### src/rtl/bin2bcd_seq_pkg.sv
// Shared definitions for the iterative binary-to-BCD converter.
//   state_t         : controller states (IDLE, SHIFT, DONE)
//   DATA_W / NDIG   : operand width / internal BCD digit count
//   bcd_out fields  : overflow flag, tens digit, ones digit positions
//   abs_mag()       : magnitude of a two's-complement operand
package bin2bcd_seq_pkg;

    localparam int DATA_W = 9;
    localparam int NDIG   = 3;
    localparam int BCD_W  = NDIG * 4;
    localparam int CNT_W  = 4;

    localparam logic [3:0]       BCD_NINE  = 4'd9;
    localparam logic [CNT_W-1:0] ITER_LAST = CNT_W'(DATA_W - 1);

    localparam int OVF_BIT  = 8;
    localparam int TENS_MSB = 7;
    localparam int TENS_LSB = 4;
    localparam int ONES_MSB = 3;
    localparam int ONES_LSB = 0;

    typedef enum logic [1:0] {
        IDLE  = 2'd0,
        SHIFT = 2'd1,
        DONE  = 2'd2
    } state_t;

    // The unsigned reading of the result is the magnitude. For the most
    // negative operand (-256) the two's complement wraps back onto
    // 1_0000_0000, which read as unsigned is exactly 256, so DATA_W bits
    // are enough and no extra width is needed.
    function automatic logic [DATA_W-1:0] abs_mag(input logic [DATA_W-1:0] v);
        logic [DATA_W-1:0] one;
        one = {{(DATA_W-1){1'b0}}, 1'b1};
        return v[DATA_W-1] ? (~v) + one : v;
    endfunction

endpackage

### src/rtl/bin2bcd_seq_bcd_add3.sv
// Double-dabble digit correction: adds 3 to a BCD digit that is 5 or more,
// so that the following left shift carries correctly into the next digit.
//   digit_in  : 4-bit BCD digit before correction
//   digit_out : corrected digit
module bin2bcd_seq_bcd_add3 (
    input  logic [3:0] digit_in,
    output logic [3:0] digit_out
);

    always_comb begin
        digit_out = digit_in;
        if (digit_in >= 4'd5) begin
            digit_out = digit_in + 4'd3;
        end
    end

endmodule

### src/rtl/bin2bcd_seq.sv
// Iterative binary-to-BCD converter feeding the two-digit 7-segment decoder.
// Converts a 9-bit two's-complement operand one bit per clock and presents
// a saturated {ovf, tens, ones} word plus sign.
//
//   state | meaning
//   IDLE  | waiting for start; outputs hold last result
//   SHIFT | one double-dabble iteration per clock, DATA_W iterations
//   DONE  | outputs just loaded, done pulse high for this cycle
//
// Ports:
//   clk      : system clock, rising edge
//   nrst     : asynchronous active-low reset
//   start    : conversion request, sampled only in IDLE
//   value    : two's-complement operand, captured on the accepting edge
//   busy     : high whenever not IDLE
//   done     : one-cycle pulse, bcd_out/sign_out just updated
//   bcd_out  : [8]=overflow (>99), [7:4]=tens, [3:0]=ones
//   sign_out : operand was negative
module bin2bcd_seq
    import bin2bcd_seq_pkg::*;
(
    input  logic              clk,
    input  logic              nrst,
    input  logic              start,
    input  logic [DATA_W-1:0] value,
    output logic              busy,
    output logic              done,
    output logic [8:0]        bcd_out,
    output logic              sign_out
);

    state_t                    state;
    logic [BCD_W-1:0]          bcd;
    logic [BCD_W-1:0]          bcd_adj;
    logic [DATA_W-1:0]         mag;
    logic [CNT_W-1:0]          cnt;
    logic                      neg;
    logic [BCD_W+DATA_W-1:0]   shift_nxt;
    logic [BCD_W-1:0]          bcd_nxt;
    logic [8:0]                result;

    for (genvar g = 0; g < NDIG; g++) begin : g_dig
        bin2bcd_seq_bcd_add3 u_add3 (
            .digit_in  (bcd[g*4 +: 4]),
            .digit_out (bcd_adj[g*4 +: 4])
        );
    end

    // The corrected digits and the remaining magnitude bits shift as one word.
    always_comb begin
        shift_nxt = {bcd_adj, mag} << 1;
        bcd_nxt   = shift_nxt[BCD_W+DATA_W-1:DATA_W];
    end

    // Final word is built from the last iteration's shift so that the
    // outputs load on the same edge that completes the conversion.
    always_comb begin
        result = '0;
        if (bcd_nxt[11:8] != 4'd0) begin
            result[OVF_BIT]           = 1'b1;
            result[TENS_MSB:TENS_LSB] = BCD_NINE;
            result[ONES_MSB:ONES_LSB] = BCD_NINE;
        end else begin
            result[OVF_BIT]           = 1'b0;
            result[TENS_MSB:TENS_LSB] = bcd_nxt[7:4];
            result[ONES_MSB:ONES_LSB] = bcd_nxt[3:0];
        end
    end

    always_ff @(posedge clk or negedge nrst) begin
        if (!nrst) begin
            state    <= IDLE;
            busy     <= 1'b0;
            done     <= 1'b0;
            bcd_out  <= '0;
            sign_out <= 1'b0;
            bcd      <= '0;
            mag      <= '0;
            cnt      <= '0;
            neg      <= 1'b0;
        end else begin
            done <= 1'b0;
            case (state)
                IDLE: begin
                    if (start) begin
                        mag   <= abs_mag(value);
                        neg   <= value[DATA_W-1];
                        bcd   <= '0;
                        cnt   <= '0;
                        busy  <= 1'b1;
                        state <= SHIFT;
                    end
                end
                SHIFT: begin
                    bcd <= bcd_nxt;
                    mag <= shift_nxt[DATA_W-1:0];
                    cnt <= cnt + CNT_W'(1);
                    if (cnt == ITER_LAST) begin
                        bcd_out  <= result;
                        sign_out <= neg;
                        done     <= 1'b1;
                        state    <= DONE;
                    end
                end
                DONE: begin
                    busy  <= 1'b0;
                    state <= IDLE;
                end
                default: begin
                    busy  <= 1'b0;
                    state <= IDLE;
                end
            endcase
        end
    end

endmodule

### config.mk
export PLATFORM = sky130hd
export DESIGN_NAME = bin2bcd_seq
export DESIGN_NICKNAME = d
export VERILOG_FILES = /design/src/rtl/bin2bcd_seq_pkg.sv /design/src/rtl/bin2bcd_seq_bcd_add3.sv /design/src/rtl/bin2bcd_seq.sv
export SDC_FILE = /design/constraint.sdc
export NUM_CORES = 1
export LEC_CHECK = 0
export ABC_AREA = 1
export BUFFER_PORTS_ARGS = -buffer_cell sky130_fd_sc_hd__buf_2
export CAP_MARGIN = 25
export CELL_PAD_IN_SITES_DETAIL_PLACEMENT = 0
export CELL_PAD_IN_SITES_GLOBAL_PLACEMENT = 1
export CORE_MARGIN = 5
export CORE_UTILIZATION = 44
export CTS_BUF_LIST = sky130_fd_sc_hd__clkbuf_8 sky130_fd_sc_hd__clkbuf_16
export CTS_CLUSTER_SIZE = 30
export DETAILED_ROUTE_END_ITERATION = 16
export PLACE_DENSITY = 0.9
export RECOVER_POWER = 50
export SYNTH_ARGS = -nofsm -noshare
export SYNTH_HDL_FRONTEND = slang
export SYNTH_SLANG_ARGS = --single-unit
### constraint.sdc
create_clock -name clk -period 1.6 [get_ports clk]
set_input_delay 0.16 -clock clk [delete_from_list [all_inputs] [get_ports clk]]
set_output_delay 0.16 -clock clk [all_outputs]
set_load 0.01 [all_outputs]
* After elaboration in Yosys (flattened, before gate mapping) *
Index checks and enable logic that the tools add are counted.

storage, ports and cells
  register bits = 40
  input port bits = 12
  output and inout port bits = 12
  logic and storage cells = 49

cells by class
  $add $sub $neg = 5
  $lt $le $gt $ge = 3
  equality and inequality tests = 4
  mux-type cells = 18
  bitwise gates (word level) = 2
  reductions and logical operators = 8

operator list
  kind                   count
  $mux W9                3
  $pmux W12 S2           1
  $pmux W9 S2            1
  $ge A4 B3 Y1 const B   3
  $mux W12               1
  $mux W4                3
  $reduce_and A2 Y1      5
  $add A9 B1 Y9 const B  1
  $not A9 Y9             1
  $add A4 B2 Y4 const B  2
  $pmux W4 S2            1
  $add A4 B1 Y4 const B  1
  $eq A4 B4 Y1 const B   1
  $mux W2                2
  $ne A2 B2 Y1 const B   2
  $pmux W2 S2            1
  $reduce_bool A4 Y1     1
  $add A3 B2 Y3 const B  1
  $mux W1                3
  $mux W3                1
  $eq A2 B1 Y1 const B   1
  $logic_not A2 Y1       1
  $pmux W1 S2            1
  $reduce_bool A2 Y1     1
  $not A1 Y1             1

* Logic depth before layout (Yosys ltp) *
Gate-level depths: netlist of run 1.

  depth in word-level cells = 5
  mapped depth = 11
  depth with buffers taken out = 11

* By module *
From an unflattened synthesis of run 1, not the netlist that was laid out.

second synthesis, totals
  cell total of the unflattened synthesis = 268
  area, all modules = 2214.6 µm²

by module, submodules not included
  module                instances  cells an instance  area an instance (µm²)  seq. area each (µm²)
  bin2bcd_seq           1          199                1809.2                  1001.0
  bin2bcd_seq_bcd_add3  3          23                 135.1                   0.0

* Least setup slack after synthesis of run 1 *
No wires, ideal clock.

  path type = register to register
  from = register bcd[8]
  to = register bcd_out[0]
  setup time = 113 ps
  data arrival time = 1311 ps
  required time = 1487 ps
  setup slack = 176 ps
  cell stages (with the launch flop) = 12
  buffers on the path = 0
  period minus slack after synthesis = 1424 ps
  path through = dfrtp_1 > inv_1 > ha_1 > inv_1 > nand2_1 > nand3_1 > nand2_1 > nand2_1 > nor2_4 > nand3_1 > nand2_1 > inv_1

between the ends
  cells in the longest elaborated chain, start to end = 4
  elaborated cells on any way between the ends = 5
  classes of those cells = 1 x add/sub; 1 x order compare; 2 x mux; 1 x reduce/logical

RTL lines
  what                                           line                                                    source
  start: declaration                             bin2bcd_seq.sv:33                                       logic [BCD_W-1:0] bcd;
  start signal: assignment                       bin2bcd_seq.sv:95                                       bcd <= bcd_nxt;
  $ge A4 B3 Y1 or $add A3 B2 Y3 (tied branches)  bin2bcd_seq_bcd_add3.sv:12, bin2bcd_seq_bcd_add3.sv:13
  $mux W3 (*)                                    bin2bcd_seq_bcd_add3.sv:12                              if (digit_in >= 4'd5) begin
  $reduce_bool A4 Y1 (*)                         bin2bcd_seq.sv:59                                       if (bcd_nxt[11:8] != 4'd0) begin
  $mux W9 (*)                                    bin2bcd_seq.sv:59
  end signal: assignment                         bin2bcd_seq.sv:99                                       bcd_out <= result;
  end: declaration                               bin2bcd_seq.sv:28                                       output logic [8:0] bcd_out,

Every way passes the cells marked *; elsewhere a longest branch is shown, timed or not.
A chain may end at the register's enable or synchronous reset.

* Final worst setup path of run 1 *
  from = register bcd[8]
  to = register bcd_out[5]

Same word-level chain as after synthesis.

==> metrics, run 1 <==
status=finished clean; Slew headroom=33.5%; Top Family by Delay on Critical Path=simple AND/OR/NAND/NOR gates; power density over cell area=1950 mW/mm2; RD Place Congestion=0.741; Synth cell types=30; first-pass GRT wire length=7780 um; Nets=318; top cells by area, synth=dfrtp_1 46%, nand2_1 11%, inv_1 6.2%; initial antenna violation count=0; drt pass-1 iters=4; Most common cell on crit path=nand2_4; DRT met1 WL=2170 um; GRT Util Overall=15.6%; ant diodes=0; Critical path origin=bcd[8]$_DFFE_PN0P_; die width=80.3 um; final worst-path cycle share=96.7%; Critical Path RT=1.84 ns; Synth top area share=46.0%; Reg-to-Reg Start=bcd[8]$_DFFE_PN0P_; FF+latch count, synth=40; Die Area=0.00645 mm2; Initial Util=45.8%; length of routed met3 wiring=96 um; Cells after Synth=255; CTS Root Cell=clkbuf_8; Core ar.=0.00475 mm2; leakage=1.34 nW; via count of the routed design=1,785; DRC=0; die height=80.3 um; fin area=0.00267 mm2; Hold Crit Class=input pin to flop; DRT iter0 DRCs=85; Slew @ Worst Pin=0.997 ns; vias per inst=4.89; post-synthesis sequential area ratio=46.0%; clock latency on the worst-skew pair=0.30 ns; synthesized area per cell=8.54 um2; # clock sinks=40; Pwr Total=5.20 mW; HP Start=value[7]; HPWL Detailed=3240 um; Worst Path Arrival=1.79 ns; Clock transition at path regs=0.09 ns; final setup fails=0; synth warn=0; Max Cap Violations=0; Worst Skew=0.00987 ns; worst-path fanout max=4; Setup CP Type=flop to flop; drt total wl=4630 um; Routed met2 length=2290 um; Slowest cell on crit path=dfrtp_1; asr flop ratio synth=100%; fmax=646 MHz; synthesized cell area=0.00218 mm2; Max VDD drop=965 uV; io pins=24; CP max stage delay=0.42 ns; max layer used=met4; dpl cell area=0.00236 mm2; total negative slack=0 ns; final worst setup slack=0.0532 ns; CTS tree=yes; vias in the first global route=1,746; synthesized net count=276; IO Port Bufs=23; Syn-to-layout area delta=22.8%; layout cells sized above 1=28.5%; post-route antenna net violation count=0; CP cell instances=buf_6, ha_4, nand2_2, nand3_4, nand2_4, nand2_4, buf_4, nor2_4, nand3_1, nand2_1; prevailing post-synth register cell=dfrtp_1; largest net degree at the start of global routing=41; Period minus WS final=1.55 ns; Rows=25; Yosys top cell by area=dfrtp_1; Final Hold Vio Count=0; CP bufs+invs=2; Clock Tree Buf Depth=2; Fin Hold WS=0.145 ns; CP endpoint kind=flop; pre-CTS setup slack=-0.0476 ns; Routed WL per cell=12.7 um; Critical Path Start Type=flop; fin. max-slew vios=0; EDFF count, synth=0; grt total ovfl=0; H-Tree Depth=2; CTS buffer count=5
[flip-flops by register name (all words and copies together), names as in the netlist]
name	cells
bcd	12
bcd_out	9
busy	1
neg	1
cnt	4
state	2
done	1
sign_out	1
mag	9
[metrics by stage]
step           util (%)  instances
3_5_place_dp       49.6        345
4_1_cts            52.4        355
2_1_floorplan         -        255
3_3_place_gp       49.6        345
6_report           56.2        365
5_1_grt            56.2        365
[final timing paths]
check | slack, ns | depth (start not counted) | end
worst max-delay path | 0.05 | 10 | bcd_out[5]$_DFFE_PN0P_
worst min-delay path | 0.15 | 3 | mag[7]$_DFFE_PN0P_
worst max register to register | 0.05 | 10 | bcd_out[5]$_DFFE_PN0P_
worst min register to register | 0.48 | 2 | bcd_out[1]$_DFFE_PN0P_
max in group asynchronous | 0.29 | 3 | bcd[0]$_DFFE_PN0P_
min in group asynchronous | 0.64 | 3 | bcd[6]$_DFFE_PN0P_
[synth_stat cells (2+ instances only)]
cell type and instances:
a22oi_1 5, a21oi_1 6, nand3_1 19, inv_2 4, ha_1 9, o21ai_0 13, nand2_1 61, o211ai_1 2
nand4_1 3, nor2_1 10, inv_1 36, o22ai_1 6, nor2_4 3, buf_6 5, or2_2 4, xor2_1 6
dfrtp_1 40, o21ai_1 10, nand2_4 2
[worst reg2reg max path, delay by kind of cell (launching register included)]
family | cells | cell delay (ns)
adder cells (fa/ha/maj) | 1 | 0.15
buffers and inverters | 2 | 0.28
AND/OR/NAND/NOR | 7 | 0.63
flip-flops | 1 | 0.42
[layout make-up]
cell class | instances | area (um2)
inverter | 41 | 156
multi-input combinational | 170 | 1080
sequential | 40 | 1000
clock inverter | 3 | 46.3
fill | 469 | 2080
clock buffer | 5 | 68.8
timing repair buffer | 39 | 233
tap | 67 | 83.8
[timing repair]
| item | 4_1_cts | 5_1_grt |
|---|---|---|
| buffers inserted | 0 | 9 |
| setup endpoints to repair | 7 | 10 |
| resized for setup | 1 | 30 |
| pin swaps | 1 | 9 |
| endpoints found under the hold margin | 40 | 0 |
| cloned | 1 | 1 |
| hold buffers | 1 | 0 |
[kinds of logic (layout without fill, tap and decap cells)]
logic type	after synthesis	after routing	synth area share [%]
AOI/OAI and AO/OA	45	45	12.6
buffers and inverters	47	88	10.0
and+or+nand+nor	107	109	23.4
DFF	40	40	46.0
xor gates and xnor gates	7	7	2.82
adders and majority gates	9	9	5.17
[metal layers]
layer / vias up / global-route usage [%]
li1: 904 / -
met1: 855 / 20.3
met2: 21 / 25.3
met3: 5 / 2.47
met4: 0 / 7.60
met5: - / 0
[power breakdown]
group	switching (mW)	internal (mW)	total [mW]
clock	0.375	0.470	0.845
sequential	0.281	1.43	1.71
combinational	1.61	1.04	2.64
[cell usage in the layout (no fill, tap or decap), drive strengths merged, types with 3 or more instances in the layout]
master	count
dfrtp	40
ha	9
or2	5
o21ai	24
nor2	17
xor2	6
o22ai	6
nand2	64
nand3	20
nand4	3
a22oi	6
clkbuf	11
buf	32
inv	42
a21oi	7
Power figures use the tool's default switching activity.
==> run 2: changes to the inputs <==
- RECOVER_POWER: 50 -> 25
- SETUP_SLACK_MARGIN: unset -> 0.1
==> run 2 against run 1 <==
Net effect: non-clock buffer count unchanged; clock-buffer cell count unchanged; core utilization up 1.3 points; critical path depth unchanged; worst setup slack better by 0.019 ns; total power up 1.9%; largest cell class unchanged; sequential share of layout area down 0.87 points; worst hold slack better by 0.0026 ns; clock power about the same; global-route usage up 1.0 points; combinational power up 3%.
==> metrics, run 2 (synthesized netlist as in run 1, its figures left out) <==
DRC=0 (unchanged); Nets=318 (unchanged); Hold Crit Class=input pin to flop; Core ar.=0.00475 mm2 (unchanged); Max Cap Violations=0 (unchanged); WHS Path Cells=3 (unchanged); biggest regs=bcd: 12 flops, bcd_out: 9 flops, mag: 9 flops; Worst Reg-to-Reg Cells=10 (unchanged); RD Place Congestion=0.741 (unchanged); Hold Crit Endpoint=mag[7]$_DFFE_PN0P_; DRT met1 WL=2100 um (-3.1%); max layer used=met4; HP Start=value[7]; Reg-to-Reg Start=bcd[8]$_DFFE_PN0P_; Slew @ Worst Pin=0.988 ns (-0.00923 ns); CTS Root Cell=clkbuf_8; fill count=459 (-2.1%); Clock Tree Buf Depth=2 (unchanged); HPWL Detailed=3240 um (unchanged); Pwr Total=5.30 mW (+1.9%); Setup CP Type=flop to flop; max reg flops=12 (unchanged); most common cell after layout, fill and taps aside=nand2_1; die width=80.3 um (unchanged); first-pass GRT wire length=8310 um (+6.8%); Largest Register=bcd; Syn-to-layout area delta=25.7%; Worst Path Arrival=1.73 ns (-0.06 ns); Routed met2 length=2410 um (+5.3%); CP endpoint kind=flop; Routed WL per cell=13.0 um (+2.4%); fmax=654 MHz (+1.2%); # clock sinks=40 (unchanged); fin area=0.00274 mm2 (+2.4%); Rows=25 (unchanged); Worst R2R End=bcd_out[7]$_DFFE_PN0P_; post-route antenna net violation count=0 (unchanged); final setup fails=0 (unchanged); fin. max-slew vios=0 (unchanged); reg2reg setup slack=0.07 ns (+0.02 ns); IO Port Bufs=23 (unchanged); ant diodes=0 (unchanged); io pins=24 (unchanged); dpl cell area=0.00236 mm2 (unchanged); Fin Hold WS=0.148 ns (+0.00261 ns); most frequent cells in the layout=54 x nand2_1, 39 x dfrtp_1, 28 x inv_1; Clock transition at path regs=0.09 ns (about the same); via count of the routed design=1,811 (+1.5%); grt total ovfl=0 (unchanged); drt pass-1 iters=4 (unchanged); Die Area=0.00645 mm2 (unchanged); GRT Util Overall=16.7% (+1.0 points); Max VDD drop=1040 uV (+7.6%); vias per inst=4.96 (+1.5%); worst-path fanout max=5 (+1); Slew headroom=34.1% (+0.62 points); total negative slack=0 ns (unchanged); DRT iter0 DRCs=120 (+41%); power density over cell area=1940 mW/mm2 (-0.49%); length of routed met3 wiring=162 um (+69%); initial antenna violation count=0 (unchanged); Worst Skew=0.00957 ns (-0.000293 ns); leakage=1.37 nW (+1.8%); Critical Path RT=1.80 ns (-0.04 ns); Period minus WS final=1.53 ns (-0.0189 ns); largest net degree at the start of global routing=41 (unchanged); die height=80.3 um (unchanged); status=finished clean; Initial Util=45.8% (unchanged); vias in the first global route=1,852 (+6.1%); CTS tree=yes; drt total wl=4740 um (+2.4%); Final Hold Vio Count=0 (unchanged); layout cells sized above 1=33.6% (+5.0 points); Critical Path Start Type=flop; H-Tree Depth=2 (unchanged); CTS buffer count=5 (unchanged); clock latency on the worst-skew pair=0.29 ns (about the same); RSZ-0062 raised after global routing=true; final worst-path cycle share=95.5% (-1.2 points)
[run 2: changes by cell type in the layout (fill, tap and decap cells not counted), moves of 2 or more]
cell,before,now
buf_2,18,23
buf_4,13,11
clkbuf_1,5,0
buf_6,1,3
nor2_2,1,3
inv_1,31,28
inv_2,9,11
nand3_1,14,11
nand3_4,1,3
[run 2: repair_timing]
| action | in CTS | in global routing |
|---|---|---|
| hold endpoints to repair | 40 | 0 |
| pin swaps | 8 | 16 |
| setup endpoints to repair | 9 | 11 |
| setup buffers | 6 | 3 |
| gates cloned | 2 | 0 |
| gates resized for setup | 22 | 22 |
| hold buffers | 1 | 0 |
[run 2: metrics by stage]
stage               utilization, %  setup slack, ns  cells
global route                  57.6          -0.0483    365
detailed placement            49.6          -0.0476    345
floorplan                        -            0.176    255
global placement              49.6           0.0107    345
finish                        57.6           0.0721    365
CTS                           55.2           0.0872    362
[run 2: layout make-up]
class                           count  area, um2  area share, %
Sequential cell                    40       1000           36.6
Tap cell                           67       83.8           3.06
Timing Repair Buffer               39        246           9.00
Multi-Input combinational cell    170       1130           41.3
Clock inverter                      3       46.3           1.69
Inverter                           41        160           5.85
Clock buffer                        5       68.8           2.51
[run 2: worst max-delay path by stage]
stage                  startpoint                endpoint  slack [ns]  cells after the start
6_report       bcd[8]$_DFFE_PN0P_  bcd_out[7]$_DFFE_PN0P_        0.07                     10
3_3_place_gp   bcd[8]$_DFFE_PN0P_  bcd_out[7]$_DFFE_PN0P_        0.01                     11
3_5_place_dp   bcd[8]$_DFFE_PN0P_  bcd_out[3]$_DFFE_PN0P_       -0.05                     11
5_1_grt        bcd[9]$_DFFE_PN0P_  bcd_out[7]$_DFFE_PN0P_       -0.05                     11
2_1_floorplan  bcd[8]$_DFFE_PN0P_  bcd_out[0]$_DFFE_PN0P_        0.18                     11
4_1_cts        bcd[9]$_DFFE_PN0P_  bcd_out[3]$_DFFE_PN0P_        0.09                     10
[run 2: power breakdown]
part | switching [mW] | internal, mW
Clock | 0.375 | 0.470
Sequential | 0.299 | 1.43
Combinational | 1.66 | 1.06
[run 2: worst max-delay path, stage by stage, from the launching register on]
cell     delay, ns
dfrtp_1       0.42
buf_6         0.14
ha_4          0.15
nand2_4       0.07
nand3_4       0.08
nand2_2       0.09
nand2_4       0.07
nor2_4        0.21
nand3_2       0.10
nand2_1       0.07
inv_1         0.03
[run 2: routing by layer]
metal	vias up	global-route usage (%)
met3	4	2.47
met2	30	27.4
met4	0	7.60
li1	905	-
met5	-	0
met1	872	21.6
==> run 3: changes to the inputs <==
- PLACE_DENSITY: 0.9 -> unset
- PLACE_DENSITY_LB_ADDON: unset -> 0.15
==> run 3 against run 2 <==
Net effect: final area fell by 0.78%; sequential power about the same; combinational power barely moved; critical path type unchanged; critical endpoint is now bcd_out[4]$_DFFE_PN0P_; highest routed layer unchanged.
==> metrics, run 3 (synthesized netlist as in run 1, its figures left out) <==
dpl cell area=0.00237 mm2 (+0.32%); Psw=2.27 mW (-2.7%); Rows=25 (unchanged); Critical path origin=bcd[8]$_DFFE_PN0P_; DRC=0 (unchanged); Initial Util=45.8% (unchanged); most frequent cells in the layout=54 x nand2_1, 39 x dfrtp_1, 28 x inv_1; status=finished clean; CP bufs+invs=3 (+1); Slew @ Worst Pin=0.505 ns (-0.483 ns); # clock sinks=40 (unchanged); Top Family by Delay on Critical Path=simple AND/OR/NAND/NOR gates; clock latency on the worst-skew pair=0.29 ns (about the same); fin area=0.00272 mm2 (-0.78%); via count of the routed design=1,761 (-2.8%); Hold Crit Class=input pin to flop; CTS tree=yes; Critical Path RT=1.79 ns (about the same); Period minus WS final=1.46 ns (-0.0666 ns); IO Port Bufs=23 (unchanged); initial antenna violation count=0 (unchanged); fin util=57.1% (-0.45 points); Switching Share=43.8% (-0.25 points); drt total wl=4700 um (-0.82%); biggest regs=bcd: 12 flops, bcd_out: 9 flops, mag: 9 flops; Final Hold Vio Count=0 (unchanged); RD Place Congestion=0.821 (+11%); CP cell instances=inv_2, ha_4, inv_2, nand2_4, nand3_4, nand2_4, nand2_4, nor2_4, nand3_1, nand2_1, inv_1; reg2reg setup slack=0.14 ns (+0.07 ns); Slowest cell on crit path=dfrtp_1; GRT Util Overall=15.6% (-1.0 points); io pins=24 (unchanged); Finished Layout Cells=366 (+0.27%); grt total ovfl=0 (unchanged); HPWL Detailed=3230 um (-0.13%); die width=80.3 um (unchanged); Die Area=0.00645 mm2 (unchanged); vias per inst=4.81 (-3.0%); vias in the first global route=1,703 (-8.0%); CTS Root Cell=clkbuf_8; CTS buffer count=5 (unchanged); Nets=320 (+0.63%); Reg power frac=33.0% (+0.4 points); DRT iter0 DRCs=56 (-53%); Worst Path Arrival=1.65 ns (-0.08 ns); Max VDD drop=962 uV (-7.4%); Routed WL per cell=12.8 um (-1.1%); HP Start=value[7]; clock power share=13.8% (-2.2 points); largest net degree at the start of global routing=41 (unchanged); final worst-path cycle share=91.3% (-4.2 points); RSZ-0062 raised after global routing=true; first-pass GRT wire length=7750 um (-6.7%); total negative slack=0 ns (unchanged); CP max stage delay=0.41 ns (about the same); final setup fails=0 (unchanged); leakage=1.36 nW (-0.31%); dpl cells=346 (+0.29%); Pwr Total=5.19 mW (-2.2%); Most common cell on crit path=nand2_4; CP endpoint kind=flop; Clock transition at path regs=0.08 ns (about the same); drt pass-1 iters=4 (unchanged); Core ar.=0.00475 mm2 (unchanged); Largest Register=bcd; P_int=2.91 mW (-1.7%); Slew headroom=66.3% (+32 points); max reg flops=12 (unchanged); Comb pwr share=53.1% (+1.7 points); post-route antenna net violation count=0 (unchanged); worst-path fanout max=5 (unchanged); power density over cell area=1910 mW/mm2 (-1.4%); fmax=684 MHz (+4.6%); ant diodes=0 (unchanged); Reg-to-Reg Start=bcd[8]$_DFFE_PN0P_; layout cells sized above 1=33.1% (-0.45 points); fill count=482 (+5.0%); Critical Path Start Type=flop; die height=80.3 um (unchanged); Syn-to-layout area delta=24.8%; most common cell after layout, fill and taps aside=nand2_1; Clock Tree Buf Depth=2 (unchanged); Setup CP Type=flop to flop; Max Cap Violations=0 (unchanged); Worst Skew=0.00899 ns (-0.000580 ns); fin. max-slew vios=0 (unchanged); H-Tree Depth=2 (unchanged)
run 3: area by class of cell:
class | count | area (um2) | area share [%]
multi-input cells | 170 | 1120 | 41.4
flip-flops and latches | 40 | 1000 | 36.9
repair buffers | 41 | 253 | 9.30
well taps | 67 | 83.8 | 3.09
clock buffers | 7 | 96.3 | 3.55
inverters | 41 | 156 | 5.76
run 3: power groups by stage:
stage	Clock, mW	Combinational [mW]	Sequential [mW]
global placement	0	2.14	1.70
floorplan	0	1.63	1.72
finish	0.717	2.75	1.71
CTS	0.736	2.30	1.71
global route	0.782	3.09	1.76
detailed placement	0	2.15	1.72
run 3: per-layer routing:
layer | vias up | wire length [um] | track usage [%]
li1 | 906 | - | -
met1 | 820 | 2240 | 21.0
met2 | 26 | 2240 | 25.7
met3 | 9 | 145 | 2.80
met4 | 0 | 68 | 4.56
met5 | - | 0 | 0
run 3: timing repair:
| item | CTS | global route |
|---|---|---|
| endpoints found under the setup margin | 9 | 11 |
| hold endpoints to repair | 40 | 0 |
| cloned | 2 | 0 |
| hold buffers | 1 | 0 |
| gates resized for setup | 10 | 31 |
| pin swaps | 4 | 10 |
| setup buffers | 1 | 9 |
run 3: worst paths after layout:
path,to,depth (start not counted)
max,bcd_out[4]$_DFFE_PN0P_,11
min,mag[7]$_DFFE_PN0P_,3
max reg2reg,bcd_out[4]$_DFFE_PN0P_,11
min reg2reg,busy$_DFFE_PN0P_,2
max in group asynchronous,bcd[0]$_DFFE_PN0P_,3
min in group asynchronous,busy$_DFFE_PN0P_,3
run 3: metrics by stage:
stage	worst slack (ns)	hold slack, ns
final	0.139	0.157
after CTS	0.101	0.163
after global routing	0.0197	0.198
after global placement	0.0454	0.257
after floorplan	0.176	-0.136
after detailed placement	-0.000894	0.256
run 3: tightest hold or removal path, cell delays in order:
cell and delay (ns):
buf_2 0.10, a21oi_1 0.04, o21ai_1 0.11
